==> src/rtl/playback_transport_ctrl.sv <==
// playback_transport_ctrl
//   Transport and elapsed-time display controller for the audio player.
//   Synchronises and debounces the previous/next buttons and synchronises the pause switch.
//   Keeps the current track index, which wraps around at both ends.
//   Counts elapsed mm:ss per track, saturating at 99:59, and drives four 7-segment digits.
// Ports
//   clk_clk, reset_reset_n      : clock, asynchronous active-low reset
//   anterior_btn, siguiente_btn : raw active-low buttons (asynchronous)
//   pausa_sw                    : raw pause switch, 1 = paused (asynchronous)
//   track_end                   : 1-cycle end-of-track pulse from the audio path
//   track_idx                   : current track index
//   track_change                : 1-cycle pulse, audio path reloads track_idx from its start
//   playing                     : high while the FSM is in PLAY
//   min1/min2, seg1/seg2        : minutes tens/units, seconds tens/units, {g,f,e,d,c,b,a}
module playback_transport_ctrl #(
   parameter int unsigned CLK_HZ         = 50000000,
   parameter int unsigned NUM_TRACKS     = 8,
   parameter int unsigned TRACK_W        = 3,
   parameter int unsigned DEBOUNCE_CYC   = 1000000,
   parameter int unsigned RESTART_SEC    = 3,
   parameter bit          SEG_ACTIVE_LOW = 1'b1
) (
   input  logic               clk_clk,
   input  logic               reset_reset_n,
   input  logic               anterior_btn,
   input  logic               siguiente_btn,
   input  logic               pausa_sw,
   input  logic               track_end,
   output logic [TRACK_W-1:0] track_idx,
   output logic               track_change,
   output logic               playing,
   output logic [6:0]         min1,
   output logic [6:0]         min2,
   output logic [6:0]         seg1,
   output logic [6:0]         seg2
);

   localparam int unsigned PresW = (CLK_HZ > 1) ? $clog2(CLK_HZ) : 1;
   localparam int unsigned DebW  = $clog2(DEBOUNCE_CYC + 1);

   typedef enum logic [1:0] {StPlay, StPause, StChg} state_e;

   // Active-high segment pattern for a BCD digit, then output polarity applied.
   function automatic logic [6:0] seg_enc(input logic [3:0] d);
      logic [6:0] on;
      case (d)
         4'd0:    on = 7'h3F;
         4'd1:    on = 7'h06;
         4'd2:    on = 7'h5B;
         4'd3:    on = 7'h4F;
         4'd4:    on = 7'h66;
         4'd5:    on = 7'h6D;
         4'd6:    on = 7'h7D;
         4'd7:    on = 7'h07;
         4'd8:    on = 7'h7F;
         4'd9:    on = 7'h6F;
         default: on = 7'h00;
      endcase
      return SEG_ACTIVE_LOW ? ~on : on;
   endfunction

   // Bit 0 = anterior, bit 1 = siguiente. Buttons are active-low, so released = 1.
   logic [1:0]            btn_s1_q, btn_s2_q;
   logic [1:0]            deb_q, deb_d;
   logic [1:0]            arm_q, arm_d;
   logic [1:0][DebW-1:0]  deb_cnt_q, deb_cnt_d;
   logic [1:0]            press;
   logic [1:0]            warm_q, warm_d;
   logic                  warm;
   logic                  pausa_s1_q, pausa_s2_q;

   state_e                state_q, state_d;
   logic [TRACK_W-1:0]    idx_q, idx_d;
   logic [PresW-1:0]      presc_q, presc_d;
   logic [3:0]            min_t_q, min_t_d, min_u_q, min_u_d;
   logic [3:0]            sec_t_q, sec_t_d, sec_u_q, sec_u_d;
   logic [6:0]            min1_q, min2_q, seg1_q, seg2_q;

   logic                  next_ev, prev_ev, restart, tick, sat;
   logic [6:0]            sec_bin;

   // The synchronizer needs two cycles after reset to hold real input samples.
   assign warm   = warm_q[1];
   assign warm_d = warm ? warm_q : warm_q + 2'd1;

   // A button is only armed once it has been seen released after reset, so a
   // button held through reset release never produces a press.
   always_comb begin
      deb_d     = deb_q;
      arm_d     = arm_q;
      deb_cnt_d = '0;
      press     = '0;
      for (int i = 0; i < 2; i++) begin
         if (btn_s2_q[i] != deb_q[i]) begin
            if (deb_cnt_q[i] == DebW'(DEBOUNCE_CYC - 1)) begin
               deb_d[i] = btn_s2_q[i];
               press[i] = arm_q[i] & ~btn_s2_q[i];
            end else begin
               deb_cnt_d[i] = deb_cnt_q[i] + DebW'(1);
            end
         end
         if (warm && btn_s2_q[i] && deb_q[i]) begin
            arm_d[i] = 1'b1;
         end
      end
   end

   assign sec_bin = 7'(sec_t_q) * 7'd10 + 7'(sec_u_q);
   assign restart = (min_t_q != 4'd0) || (min_u_q != 4'd0) || (32'(sec_bin) >= RESTART_SEC);
   assign next_ev = press[1] | (track_end & (state_q == StPlay));
   assign prev_ev = press[0];

   always_comb begin
      state_d = state_q;
      idx_d   = idx_q;
      case (state_q)
         StPlay, StPause: begin
            // Simultaneous next and prev cancel each other out.
            if (next_ev ^ prev_ev) begin
               state_d = StChg;
               if (next_ev) begin
                  idx_d = (idx_q == TRACK_W'(NUM_TRACKS - 1)) ? '0 : idx_q + TRACK_W'(1);
               end else if (!restart) begin
                  idx_d = (idx_q == '0) ? TRACK_W'(NUM_TRACKS - 1) : idx_q - TRACK_W'(1);
               end
            end else begin
               state_d = pausa_s2_q ? StPause : StPlay;
            end
         end
         StChg:   state_d = pausa_s2_q ? StPause : StPlay;
         default: state_d = StPause;
      endcase
   end

   assign sat = (min_t_q == 4'd9) && (min_u_q == 4'd9) && (sec_t_q == 4'd5) && (sec_u_q == 4'd9);

   always_comb begin
      presc_d = presc_q;
      min_t_d = min_t_q;
      min_u_d = min_u_q;
      sec_t_d = sec_t_q;
      sec_u_d = sec_u_q;
      tick    = 1'b0;
      if (state_q == StChg) begin
         presc_d = '0;
         min_t_d = 4'd0;
         min_u_d = 4'd0;
         sec_t_d = 4'd0;
         sec_u_d = 4'd0;
      end else if (state_q == StPlay) begin
         if (presc_q == PresW'(CLK_HZ - 1)) begin
            presc_d = '0;
            tick    = 1'b1;
         end else begin
            presc_d = presc_q + PresW'(1);
         end
      end
      if (tick && !sat) begin
         if (sec_u_q != 4'd9) begin
            sec_u_d = sec_u_q + 4'd1;
         end else begin
            sec_u_d = 4'd0;
            if (sec_t_q != 4'd5) begin
               sec_t_d = sec_t_q + 4'd1;
            end else begin
               sec_t_d = 4'd0;
               if (min_u_q != 4'd9) begin
                  min_u_d = min_u_q + 4'd1;
               end else begin
                  min_u_d = 4'd0;
                  min_t_d = min_t_q + 4'd1;
               end
            end
         end
      end
   end

   always_ff @(posedge clk_clk or negedge reset_reset_n) begin
      if (!reset_reset_n) begin
         btn_s1_q   <= 2'b11;
         btn_s2_q   <= 2'b11;
         deb_q      <= 2'b11;
         arm_q      <= 2'b00;
         deb_cnt_q  <= '0;
         warm_q     <= 2'd0;
         pausa_s1_q <= 1'b0;
         pausa_s2_q <= 1'b0;
         state_q    <= StPause;
         idx_q      <= '0;
         presc_q    <= '0;
         min_t_q    <= 4'd0;
         min_u_q    <= 4'd0;
         sec_t_q    <= 4'd0;
         sec_u_q    <= 4'd0;
         min1_q     <= seg_enc(4'd0);
         min2_q     <= seg_enc(4'd0);
         seg1_q     <= seg_enc(4'd0);
         seg2_q     <= seg_enc(4'd0);
      end else begin
         btn_s1_q   <= {siguiente_btn, anterior_btn};
         btn_s2_q   <= btn_s1_q;
         deb_q      <= deb_d;
         arm_q      <= arm_d;
         deb_cnt_q  <= deb_cnt_d;
         warm_q     <= warm_d;
         pausa_s1_q <= pausa_sw;
         pausa_s2_q <= pausa_s1_q;
         state_q    <= state_d;
         idx_q      <= idx_d;
         presc_q    <= presc_d;
         min_t_q    <= min_t_d;
         min_u_q    <= min_u_d;
         sec_t_q    <= sec_t_d;
         sec_u_q    <= sec_u_d;
         min1_q     <= seg_enc(min_t_q);
         min2_q     <= seg_enc(min_u_q);
         seg1_q     <= seg_enc(sec_t_q);
         seg2_q     <= seg_enc(sec_u_q);
      end
   end

   assign track_idx    = idx_q;
   assign track_change = (state_q == StChg);
   assign playing      = (state_q == StPlay);
   assign min1         = min1_q;
   assign min2         = min2_q;
   assign seg1         = seg1_q;
   assign seg2         = seg2_q;

endmodule

==> config.mk <==
export PLATFORM = sky130hd
export DESIGN_NAME = playback_transport_ctrl
export DESIGN_NICKNAME = d
export VERILOG_FILES = /design/src/rtl/playback_transport_ctrl.sv
export SDC_FILE = /design/constraint.sdc
export NUM_CORES = 1
export LEC_CHECK = 0
export BUFFER_PORTS_ARGS = -buffer_cell sky130_fd_sc_hd__buf_2
export CORE_MARGIN = 5
export CORE_UTILIZATION = 30
export CTS_BUF_LIST = sky130_fd_sc_hd__clkbuf_4
export DETAILED_ROUTE_END_ITERATION = 10
export GPL_TIMING_DRIVEN = 0
export PLACE_DENSITY_LB_ADDON = 0.05
export SYNTH_ARGS = -nofsm -noshare
export SYNTH_HDL_FRONTEND = slang
export SYNTH_SLANG_ARGS = --single-unit
export TNS_END_PERCENT = 50
==> constraint.sdc <==
create_clock -name clk_clk -period 3.3 [get_ports clk_clk]
set_input_delay 0.165 -clock clk_clk [delete_from_list [all_inputs] [get_ports clk_clk]]
set_output_delay 0.165 -clock clk_clk [all_outputs]
set_load 0.005 [all_outputs]
==> results of run 1 <==
-- sequential cells by signal, indices dropped and copies added (netlist names) --
name and count:
deb_cnt_q 40, presc_q 26, min1 7, min2 7, seg1 7, seg2 7
min_t_q 4, min_u_q 4, sec_t_q 4, sec_u_q 4, track_idx 3, arm_q 2
btn_s1_q 2, btn_s2_q 2, deb_q 2, state_q 2, warm_q 2, pausa_s1_q 1
pausa_s2_q 1
-- layer usage --
layer / vias to the layer above / track usage, % / wire, um
met1: 2565 / 16.6 / 7530
li1: 2594 / - / -
met3: 17 / 2.90 / 411
met5: - / 0 / 0
met2: 57 / 19.5 / 7040
met4: 0 / 3.99 / 203
-- critical path, stage by stage (launching register included) --
cell      delay [ns]
dfrtp_2         0.47
ha_1            0.30
ha_1            0.21
fa_1            0.53
inv_1           0.08
and4_1          0.19
or4_4           0.55
nor4_4          0.41
nor3_1          0.11
a211oi_2        0.21
-- worst max-delay path by stage --
stage | from | end | slack (ns) | cells past startpoint
2_1_floorplan | sec_t_q[1] | track_idx[1] | 0.39 | 9
3_3_place_gp | sec_t_q[1] | track_idx[2] | 0.10 | 9
3_5_place_dp | sec_t_q[1] | track_idx[2] | 0.09 | 9
4_1_cts | sec_t_q[1] | track_idx[2] | 0.04 | 9
5_1_grt | sec_t_q[1] | track_idx[2] | 0.01 | 9
6_report | sec_t_q[1] | track_idx[2] | 0.16 | 9
-- kinds of logic after synthesis --
| logic type | count (synthesis) |
|---|---|
| AO/OA/AOI/OAI | 144 |
| XOR/XNOR | 44 |
| flip-flops | 127 |
| buffers and inverters | 60 |
| adder cells (fa/ha/maj) | 33 |
| AND/OR/NAND/NOR | 284 |
| multiplexers | 3 |
-- repair_timing --
item / in CTS / in global routing
gates resized for setup: 0 / 1
buffers inserted: 0 / 4
setup endpoints to repair: 0 / 3
hold endpoints to repair: 121 / 0
hold buffers: 4 / 0
-- layout make-up --
type,instances,share of cell area [%]
clock buffer,20,1.96
timing repair buffer,47,3.83
multi-input combinational,508,42.6
buffer,26,1.58
clock inverter,12,2.18
antenna,1,0.0326
tap,280,4.56
inverter,34,1.66
sequential,127,41.6
-- power breakdown --
group	total, mW	internal [mW]	switching (mW)
logic	0.338	0.130	0.208
registers	1.65	1.61	0.0433
clock network	1.22	0.620	0.598
total	3.21	2.36	0.849
-- per-stage QoR --
| stage | setup slack [ns] | power, mW | hold WS, ns | std cells |
|---|---|---|---|---|
| final | 0.163 | 3.21 | 0.0889 | 1055 |
| after global routing | 0.0115 | 3.40 | 0.0742 | 1055 |
| after CTS | 0.0436 | 3.28 | 0.0596 | 1050 |
| after detailed placement | 0.0935 | 2.02 | 0.102 | 1014 |
| after global placement | 0.104 | 2.01 | 0.272 | 1013 |
| after floorplan | 0.394 | 1.88 | -0.131 | 695 |
-- cell usage after synthesis (3+ instances only) --
cell	n
dfrtp_1	116
nor2_1	86
o21ai_0	49
nand2_1	46
nand3_1	36
a21oi_1	34
ha_1	31
inv_1	31
xnor2_1	22
xor2_1	22
o31ai_1	19
and3_1	15
clkbuf_1	15
a31oi_1	14
nand4_1	12
dfstp_2	11
nand2b_1	11
nor3_1	10
nor4_1	9
or2_2	8
or3_1	8
and2_1	7
a22oi_1	6
buf_2	6
nand3b_1	5
a31o_2	4
and4_1	4
a211oi_1	3
nor4_4	3
o41ai_1	3
==> results.json, run 1 <==
{
  "run_status": "finished clean",
  "post-route-period-util_pct": 95.0,
  "worst_slew_pin_slew_ns": 0.551,
  "worst_setup_path_end_kind": "flip-flop",
  "required_ns": 3.76,
  "synth_ff_type": "dfrtp_1",
  "finalHoldViolCount": 0,
  "synth_area_um2": 6710,
  "io_pins": 39,
  "dp_hpwl_mm": 10.7,
  "drive_gt1_share_pct": 16.8,
  "cts_buffers": 17,
  "synth_top_area_share_pct": 43.3,
  "reg2regPathDepth": 9,
  "arrival_ns": 3.60,
  "globalplace.congestion": 0.764,
  "drv_slew": 0,
  "synth_top_family_by_area": "simple AND/OR/NAND/NOR gates",
  "yosys.area.top_type": "dfrtp_1",
  "htreeDepth": 4,
  "synth.mux.area_fraction_pct": 0.485,
  "r2r-end": "track_idx[2]",
  "port-buffer-count": 38,
  "clk_root_buffer_cell": "clkbuf_4",
  "grt_util_all_layers_pct": 12.3,
  "synthToLayoutAreaGrowth_pct": 14.4,
  "slew_headroom_pct": 62.9,
  "ys_seq_area_share_pct": 47.6,
  "rsz0062_at_grt": "false",
  "dr.pass1.iters": 5,
  "synth_enable_flop_cells": 0,
  "path_clk_slew_ns": 0.12,
  "seq_area_um2": 3190,
  "final_area_um2": 7670,
  "antenna_found_initial": 1,
  "syn_inst": 695,
  "placed_cell_area_um2": 7280,
  "synthAdderAreaFrac_pct": 6.38,
  "grt_pass1_wl_mm": 26.1,
  "p_per_area_nw_per_um2": 418,
  "fin_nets": 800,
  "critPathKind": "reg -> reg",
  "core-area_um2": 21900,
  "core.rowCount": 54,
  "async_flop_share_pct": 100,
  "finalWirelength_mm": 15.2,
  "overflow": 0,
  "synth.net_count": 734,
  "reg2reg_from": "sec_t_q[1]",
  "maxCapViolCount": 0,
  "hold_path.class": "in -> async",
  "drt.antenna.violating_nets": 0,
  "timing.fmax_mhz": 319,
  "final_util_pct": 35.1,
  "worst_clock_skew_ns": 0.0174,
  "critPathMaxFanout": 7,
  "synth-seq-cells": 127,
  "setup_violations": 0,
  "drcViolationCount": 0,
  "ir_worst_vdd_mv": 0.216,
  "cts_tree": "yes",
  "cp-start-kind": "flip-flop",
  "grt_max_degree": 90,
  "synth_warnings": 0,
  "viasPerCell": 4.96,
  "dieArea_um2": 25500,
  "dr_total_vias": 5233,
  "avgSynthCellArea_um2": 9.65,
  "multi_input_area_um2": 3270,
  "synth_cell_types": 66,
  "grt_pass1_vias": 5158,
  "nFillCells": 2302,
  "synthXorXnorAreaFrac_pct": 5.74,
  "period_minus_slack_ns": 3.14,
  "mostFrequentLayoutCell": "dfrtp_1",
  "synthSimpleGateAreaFrac_pct": 22.9,
  "final_cell_mix": "115 x dfrtp_1, 86 x nor2_1, 49 x o21ai_0",
  "synthTopCellsByArea": "dfrtp_1 43%, ha_1 5.8%, nor2_1 4.8%",
  "chipWidth_um": 160,
  "clock_path_buffers": 2,
  "start_util_pct": 30.6,
  "synth_compound_area_share_pct": 13.2,
  "setup-tns-final_ns": 0,
  "power_leakage_nw": 3.46,
  "first_iter_violations": 275,
  "wl_per_cell_um": 14.4,
  "clock_latency_ns": 0.54,
  "numClockSinks": 127,
  "reg2reg_slack_ns": 0.16,
  "fp.dieH_um": 160
}
Note: power is estimated with default switching activity, not from simulation.
==> run 2: changes to the inputs <==
Clock period 3.3 ns to 3.5 ns, I/O delays scaled along.
==> run 2 against run 1 <==
Against the previous run:
- total power shrank 5.7%
- largest power group unchanged
- utilization shrank 0.14 points
- clock power shrank 6%
- wire length is essentially flat
- die area is the same
- via count shrank 0.29%
- cell count shrank 0.38%
==> results.json, run 2 (same netlist as run 1, synthesis figures left out) <==
{
  "run_status": "finished clean",
  "clk_root_buffer_cell": "clkbuf_4",
  "p_clk_share_pct": 38.0,
  "drt.antenna.violating_nets": 0,
  "dr_total_vias": 5218,
  "dp.cells": 1014,
  "clock_path_buffers": 2,
  "port-buffer-count": 38,
  "arrival_ns": 3.68,
  "cp-start-kind": "flip-flop",
  "p_sw_mw": 0.802,
  "p_comb_share_pct": 10.5,
  "setup-tns-final_ns": 0,
  "timing.fmax_mhz": 310,
  "fp.dieH_um": 160,
  "met3_wirelength_um": 442,
  "worst_clock_skew_ns": 0.0173,
  "p_per_area_nw_per_um2": 396,
  "dieArea_um2": 25500,
  "first_iter_violations": 256,
  "grt_pass1_vias": 5158,
  "path_clk_slew_ns": 0.12,
  "final_util_pct": 34.9,
  "grt_pass1_wl_mm": 26.1,
  "largest_reg_flops": 40,
  "io_pins": 39,
  "cts_resized": 0,
  "globalplace.congestion": 0.764,
  "internal-power_mw": 2.22,
  "synthToLayoutAreaGrowth_pct": 13.9,
  "maxCapViolCount": 0,
  "grt_util_all_layers_pct": 12.3,
  "finalHoldViolCount": 0,
  "worst_setup_path_end_kind": "flip-flop",
  "slew_headroom_pct": 62.9,
  "chipWidth_um": 160,
  "power_frac_seq_pct": 51.5,
  "swShare_pct": 26.5,
  "power_mw": 3.02,
  "ir_worst_vdd_mv": 0.204,
  "drcViolationCount": 0,
  "top_register": "deb_cnt_q",
  "cts_setup_buffers": 0,
  "clock_latency_ns": 0.54,
  "period_minus_slack_ns": 3.22,
  "routed.top_layer": "met4",
  "power_leakage_nw": 3.44,
  "final_cell_mix": "116 x dfrtp_1, 86 x nor2_1, 49 x o21ai_0",
  "hold_buffers": 4,
  "finalWirelength_mm": 15.2,
  "drive_gt1_share_pct": 16.2,
  "core.rowCount": 54,
  "cts_buffers": 17,
  "numClockSinks": 127,
  "grt_max_degree": 90,
  "dr.pass1.iters": 5,
  "required_ns": 3.96,
  "post-route-period-util_pct": 92.0,
  "cts_tree": "yes",
  "worst_slew_pin_slew_ns": 0.551,
  "htreeDepth": 4,
  "met1_length_mm": 7.53,
  "top_regs": "deb_cnt_q x40, presc_q x26",
  "mostFrequentLayoutCell": "dfrtp_1",
  "drv_slew": 0,
  "core-area_um2": 21900,
  "critPathKind": "reg -> reg",
  "critPathMaxFanout": 9,
  "viasPerCell": 4.96,
  "rsz0062_at_grt": "false",
  "setup_violations": 0,
  "start_util_pct": 30.6,
  "dp_hpwl_mm": 10.7,
  "antenna_found_initial": 1,
  "fin_nets": 796,
  "wl_per_cell_um": 14.4,
  "route.met2.wl_mm": 7.01,
  "hold_path.class": "in -> async",
  "final_cells": 1051,
  "overflow": 0
}
[run 2: critical path, stage by stage, from the launching register on]
cell,delay (ns)
dfrtp_1,0.53
ha_1,0.35
ha_1,0.21
fa_1,0.53
inv_1,0.08
and4_1,0.19
or4_4,0.55
nor4_4,0.39
nor3_1,0.11
a211oi_2,0.21
[run 2: worst paths after layout]
check	from	slack [ns]	end	cells after the start
min in group clk_clk	anterior_btn	0.27	btn_s1_q[0]	2
hold reg to reg	btn_s1_q[1]	0.36	btn_s2_q[1]	0
max in group asynchronous	reset_reset_n	2.58	deb_q[1]	3
hold / removal	reset_reset_n	0.1	presc_q[21]	2
setup / recovery	sec_t_q[1]	0.28	track_idx[2]	9
setup reg to reg	sec_t_q[1]	0.28	track_idx[2]	9
[run 2: cell type report]
| cell class | count | area (um^2) |
|---|---|---|
| clock buffer | 20 | 150 |
| timing repair buffer | 43 | 264 |
| clock inverter | 12 | 168 |
| buffer | 26 | 121 |
| sequential | 127 | 3190 |
| inverter | 34 | 128 |
| tap | 280 | 350 |
| antenna | 1 | 2.50 |
| multi-input combinational | 508 | 3270 |
| fill | 2304 | 14200 |
[run 2: layer usage]
layer | GRT usage [%] | up-vias
li1 | - | 2585
met3 | 2.90 | 17
met2 | 19.5 | 65
met1 | 16.6 | 2551
met4 | 3.99 | 0
met5 | 0 | -
[run 2: power by group through the flow]
stage	combinational (mW)	sequential [mW]	clock [mW]
2_1_floorplan	0.195	1.58	0
3_3_place_gp	0.311	1.58	0
3_5_place_dp	0.321	1.58	0
4_1_cts	0.327	1.56	1.21
5_1_grt	0.367	1.57	1.27
6_report	0.317	1.56	1.15
[run 2: stage by stage]
step,hold slack [ns],setup WS (ns),instance area [um^2]
after detailed placement,0.112,0.293,7280
after global placement,0.282,0.304,7250
final,0.0961,0.278,7640
after floorplan,-0.121,0.594,6710
after CTS,0.0696,0.244,7640
after global routing,0.0842,0.0875,7640
